File: src/rtl/mips_pkg.sv
// Shared definitions for the MIPS-style pipeline: datapath width, load-type
// encodings and the hard-wired zero register.
package mips_pkg;

  localparam int XLEN = 32;

  localparam logic [4:0] REG_ZERO = 5'd0;

  // Encodings 5-7 are unused and treated as LW by the aligner.
  typedef enum logic [2:0] {
    LD_LW  = 3'd0,
    LD_LB  = 3'd1,
    LD_LBU = 3'd2,
    LD_LH  = 3'd3,
    LD_LHU = 3'd4
  } load_type_e;

endpackage

File: src/rtl/load_align.sv
// Combinational little-endian load aligner: picks the addressed byte or
// halfword out of the raw memory word and sign- or zero-extends it.
module load_align
  import mips_pkg::*;
(
  input  logic [2:0]      load_type,
  input  logic [1:0]      byte_off,
  input  logic [XLEN-1:0] rdata,
  output logic [XLEN-1:0] data
);

  logic [7:0]  byte_sel;
  logic [15:0] half_sel;

  assign byte_sel = rdata[{byte_off, 3'b000} +: 8];
  assign half_sel = byte_off[1] ? rdata[31:16] : rdata[15:0];

  always_comb begin
    // NOTE: data gets a default before the case so every path assigns it
    // and no latch is inferred.
    data = rdata;
    case (load_type_e'(load_type))
      LD_LB:   data = {{(XLEN-8){byte_sel[7]}}, byte_sel};
      LD_LBU:  data = {{(XLEN-8){1'b0}}, byte_sel};
      LD_LH:   data = {{(XLEN-16){half_sel[15]}}, half_sel};
      LD_LHU:  data = {{(XLEN-16){1'b0}}, half_sel};
      default: data = rdata;
    endcase
  end

endmodule

File: src/rtl/mem_wb_stage.sv
// MEM/WB pipeline register with load alignment ahead of the flops.
// Optional retired-instruction counter enabled by `define MEM_WB_RETIRE_CNT_EN.
module mem_wb_stage #(
  parameter int XLEN = 32
) (
  input  logic            clk,
  input  logic            rst_n,
  input  logic            stall,
  input  logic            flush,
  input  logic            in_valid,
  input  logic            in_reg_write,
  input  logic            in_mem_to_reg,
  input  logic [2:0]      in_load_type,
  input  logic [1:0]      in_byte_off,
  input  logic [XLEN-1:0] in_alu_result,
  input  logic [XLEN-1:0] in_mem_rdata,
  input  logic [4:0]      in_rd,
  output logic [4:0]      wb_rd,
  output logic [XLEN-1:0] wb_data,
  output logic            wb_reg_write_en,
  output logic            wb_valid
`ifdef MEM_WB_RETIRE_CNT_EN
  ,
  output logic [31:0]     retire_cnt
`endif
);

  logic [XLEN-1:0] load_data;

  logic            valid_q, valid_d;
  logic            we_q,    we_d;
  logic [4:0]      rd_q,    rd_d;
  logic [XLEN-1:0] data_q,  data_d;

  load_align u_load_align (
    .load_type (in_load_type),
    .byte_off  (in_byte_off),
    .rdata     (in_mem_rdata),
    .data      (load_data)
  );

  // The write enable is resolved before the flop so every wb_* output is a
  // plain register; a capture with in_valid=0 can never enable a write.
  always_comb begin
    valid_d = valid_q;
    we_d    = we_q;
    rd_d    = rd_q;
    data_d  = data_q;
    if (flush) begin
      valid_d = 1'b0;
      we_d    = 1'b0;
      rd_d    = '0;
      data_d  = '0;
    end else if (!stall) begin
      valid_d = in_valid;
      we_d    = in_valid && in_reg_write && (in_rd != mips_pkg::REG_ZERO);
      rd_d    = in_rd;
      data_d  = in_mem_to_reg ? load_data : in_alu_result;
    end
  end

  always_ff @(posedge clk) begin
    // NOTE: sequential state uses non-blocking assignments only.
    if (!rst_n) begin
      valid_q <= 1'b0;
      we_q    <= 1'b0;
      rd_q    <= '0;
      data_q  <= '0;
    end else begin
      valid_q <= valid_d;
      we_q    <= we_d;
      rd_q    <= rd_d;
      data_q  <= data_d;
    end
  end

  assign wb_valid        = valid_q;
  assign wb_reg_write_en = we_q;
  assign wb_rd           = rd_q;
  assign wb_data         = data_q;

`ifdef MEM_WB_RETIRE_CNT_EN
  logic [31:0] cnt_q, cnt_d;

  always_comb begin
    cnt_d = cnt_q;
    if (!flush && !stall && in_valid) cnt_d = cnt_q + 32'd1;
  end

  always_ff @(posedge clk) begin
    if (!rst_n) cnt_q <= '0;
    else        cnt_q <= cnt_d;
  end

  assign retire_cnt = cnt_q;
`endif

endmodule
File: config.mk
export PLATFORM = sky130hd
export DESIGN_NAME = mem_wb_stage
export DESIGN_NICKNAME = d
export VERILOG_FILES = /design/src/rtl/mips_pkg.sv /design/src/rtl/load_align.sv /design/src/rtl/mem_wb_stage.sv
export SDC_FILE = /design/constraint.sdc
export NUM_CORES = 1
export LEC_CHECK = 0
export BUFFER_PORTS_ARGS = -buffer_cell sky130_fd_sc_hd__buf_2
export CORE_ASPECT_RATIO = 0.5
export CORE_MARGIN = 10
export CORE_UTILIZATION = 46
export DETAILED_ROUTE_END_ITERATION = 10
export GPL_TIMING_DRIVEN = 0
export PLACE_DENSITY_LB_ADDON = 0.1
export SETUP_SLACK_MARGIN = 0.15
export SYNTH_ARGS = -nofsm -noshare
export SYNTH_HDL_FRONTEND = slang
export SYNTH_SLANG_ARGS = --single-unit
File: constraint.sdc
create_clock -name clk -period 2.2 [get_ports clk]
set_clock_uncertainty 0.2 [all_clocks]
set_input_delay 0.22 -clock clk [delete_from_list [all_inputs] [get_ports clk]]
set_output_delay 0.22 -clock clk [all_outputs]
set_load 0.01 [all_outputs]
==> results_tabular.tex <==
\begin{tabular}{lr}
\hline
Metric & Value \\
\hline
\multicolumn{2}{l}{\textbf{Floorplan}} \\
Overall die area & 8770 um2 \\
Initial Util & 0.484 \\
Y dimension of the die & 71.4 um \\
Number of placement rows & 18 \\
Die Span X & 123 um \\
Core Box Area & 5020 um2 \\
I/O Pins & 120 \\
\multicolumn{2}{l}{\textbf{Place}} \\
Number of placed cells counting well taps & 489 \\
DPL Wire Length & 7600 um \\
Number of buffer cells added on primary ports & 114 \\
GP Congestion & 0.881 \\
Placement-stage cell area & 3090 um2 \\
\multicolumn{2}{l}{\textbf{Setup path}} \\
Data required time of the worst path & 2.16 ns \\
Worst setup EP type & register \\
Kind of critical path & input pin to register \\
Worst EP arrival & 1.83 ns \\
Critical path peak fanout & 10 \\
Critical Path Source Type & input pin \\
R2R depth & 3 \\
\multicolumn{2}{l}{\textbf{STA}} \\
Setup TNS after final layout & 0 ns \\
Final critical-path required period & 1.87 ns \\
RSZ-0062 raised after global routing & false \\
Final-report setup violation count & 0 \\
Hold Violations, Final & 0 \\
Period utilization & 0.848 \\
Worst slew slack as a fraction of its limit & 0.466 \\
Transition time at the pin with the least slew margin & 0.793 ns \\
Highest Clock Rate & 536 MHz \\
Pins over their slew limit & 0 \\
\multicolumn{2}{l}{\textbf{Route}} \\
Avg Vias per Cell & 5.80 \\
Detailed-route wire length & 9730 um \\
Drt pass-1 iters & 5 \\
Number of vias in the routed layout & 2924 \\
Detailed router's first-iteration violation count & 280 \\
DR DRC count & 0 \\
Average wire per cell in the routed design & 19.3 um \\
Number of routed nets with antenna violations & 0 \\
\multicolumn{2}{l}{\textbf{Power and ir drop}} \\
Standby leakage power & 1.49 nW \\
Final total power & 0.00183 W \\
Maximum vdd ir drop & 0.000269 V \\
Power per cell area & 559 nW/um2 \\
\multicolumn{2}{l}{\textbf{Clock network}} \\
CTS Root Cell & clkbuf\_8 \\
Clock insertion delay at the later pin of the skew report & 0.30 ns \\
Clock tree from TritonCTS & built \\
H-tree levels & 2 \\
Total number of clock tree sinks & 39 \\
CTS Buf Count & 5 \\
Clock-pin slew on the worst setup and hold paths & 0.08 ns \\
Clock Path Buffers & 2 \\
\multicolumn{2}{l}{\textbf{Synth}} \\
Count of state elements after synthesis & 39 \\
Nets in the synthesized netlist & 386 \\
Combined area of all synthesized cells & 2430 um2 \\
Average cell area after synthesis & 7.97 um2 \\
Post-synthesis cell type with the largest combined area & dfxtp\_1 \\
Top-area cell type share of the netlist area & 0.321 \\
Sequential fraction of the synthesis area & 0.321 \\
Top post-synthesis cells by area & dfxtp\_1 32\%, a211oi\_1 6.8\%, mux2i\_1 5.8\% \\
Warning count from the yosys run & 0 \\
Syn Inst Count & 305 \\
Number of distinct library cells after synthesis & 39 \\
\multicolumn{2}{l}{\textbf{Layout}} \\
Diodes inserted & 0 \\
Number of non-filler instances in the completed layout & 504 \\
Total number of nets in the final design & 514 \\
Filler cells & 463 \\
Area delta synth->final & 34.6\% \\
Total non-filler cell area in the finished layout & 3270 um2 \\
Ratio of cells with drive above 1 in the final layout & 0.353 \\
\multicolumn{2}{l}{\textbf{Global routing}} \\
Antenna violations before repair & 0 \\
Total GRT Usage & 0.210 \\
Global-route congestion overflow total & 0 \\
Pin count of the biggest net entering global routing & 14 \\
Vias in the first global route & 2889 \\
Global-route wire length before repair & 15000 um \\
\multicolumn{2}{l}{\textbf{Run}} \\
Max-cap viol count & 0 \\
\multicolumn{2}{l}{\textbf{Worst hold path}} \\
Worst Hold Path Cells & 3 \\
Worst min-delay path class & input pin to register \\
\multicolumn{2}{l}{\textbf{Outcome}} \\
Status & finished clean \\
\hline
\end{tabular}
==> worst max-delay path, stage by stage <==
cell	delay (ns)
buf_2	0.17
mux4_2	0.51
and4_4	0.23
nor4_4	0.42
buf_6	0.21
a211oi_1	0.07
==> synthesized netlist by cell type, drive strengths merged <==
| master | count |
|---|---|
| a211oi | 22 |
| or3b | 3 |
| buf | 14 |
| mux4 | 1 |
| nor2 | 32 |
| nand3 | 8 |
| dfxtp | 39 |
| or3 | 2 |
| inv | 5 |
| nor2b | 3 |
| o22ai | 17 |
| or4 | 1 |
| a21boi | 7 |
| mux2 | 9 |
| o31ai | 7 |
| a22oi | 2 |
| nor4bb | 1 |
| mux2i | 14 |
| a311oi | 7 |
| nor3b | 2 |
| a21oi | 15 |
| nand2b | 5 |
| xnor2 | 1 |
| o21ai | 4 |
| o31a | 6 |
| nand4 | 7 |
| a2111oi | 1 |
| a221oi | 1 |
| nand2 | 36 |
| clkbuf | 15 |
| nand3b | 1 |
| and4 | 1 |
| and4b | 1 |
| a31oi | 1 |
| o211ai | 5 |
| nor3 | 8 |
| nor4 | 1 |
==> metrics by stage <==
step	utilization	setup WS (ns)	hold WS (ns)
6_report	0.652	0.335	0.00240
5_1_grt	0.652	0.171	0.0111
4_1_cts	0.651	0.288	0.00599
2_1_floorplan	-	0.224	0.164
3_5_place_dp	0.615	-0.0170	0.236
3_3_place_gp	0.615	0.0376	0.233
==> layer usage <==
| metal | vias to the layer above | wire, um | global-route usage |
|---|---|---|---|
| met5 | - | 0 | 0 |
| met4 | 0 | 74 | 0.0338 |
| met3 | 9 | 993 | 0.0672 |
| met2 | 147 | 4330 | 0.333 |
| met1 | 1373 | 4340 | 0.277 |
| li1 | 1395 | - | - |
==> power breakdown <==
group,switching (W),total [W],internal (W)
Combinational,0.000260,0.000455,0.000195
Clock,0.000286,0.000624,0.000338
Sequential,0.0000158,0.000753,0.000737
Total,0.000562,0.00183,0.00127
==> path summary, 6_finish.rpt <==
path                                               from                      endpoint  slack (ns)
worst max-delay path                     in_byte_off[1]      wb_data[20]$_SDFFE_PP0N_        0.33
worst min-delay path                       in_reg_write  wb_reg_write_en$_SDFFE_PP0N_       0.002
worst max register to register  wb_data[9]$_SDFFE_PP0N_       wb_data[9]$_SDFFE_PP0N_        1.13
worst min register to register  wb_data[3]$_SDFFE_PP0N_       wb_data[3]$_SDFFE_PP0N_        0.26
==> layout by cell type (no fill, tap or decap), types with 8 or more instances in the layout <==
cell type	count
o22ai_1	17
mux2i_1	14
dfxtp_1	39
clkbuf_1	14
nor2_1	32
nor3_1	8
buf_2	126
mux2_2	9
nand2_1	35
a21oi_1	15
nand3_1	8
a211oi_1	22
==> cells by family after synthesis <==
group                     after synthesis  synth area share
and+or+nand+nor                       112             0.230
DFF                                    39             0.321
buffers and inverters                  34            0.0648
muxes                                  24             0.109
AOI/OAI and AO/OA                      95             0.272
xor gates and xnor gates                1           0.00360
==> state kept, by name, indices dropped and copies added (netlist names) <==
register,flops
wb_data,32
wb_rd,5
wb_reg_write_en,1
wb_valid,1
==> final cells by class <==
type | instances | area (um2) | area share
Buffer | 29 | 140 | 0.0428
Clock buffer | 5 | 68.8 | 0.0210
Inverter | 5 | 18.8 | 0.00573
Sequential cell | 39 | 781 | 0.239
Clock inverter | 3 | 43.8 | 0.0134
Tap cell | 70 | 87.6 | 0.0268
Timing Repair Buffer | 121 | 641 | 0.196
Multi-Input combinational cell | 232 | 1490 | 0.456
==> timing repair <==
item,CTS,global route
endpoints found under the setup margin,0,3
endpoints found under the hold margin,7,0
hold buffers,7,0
gates resized for setup,0,2
buffers inserted,0,0
Note: power is estimated with default switching activity, not from simulation.
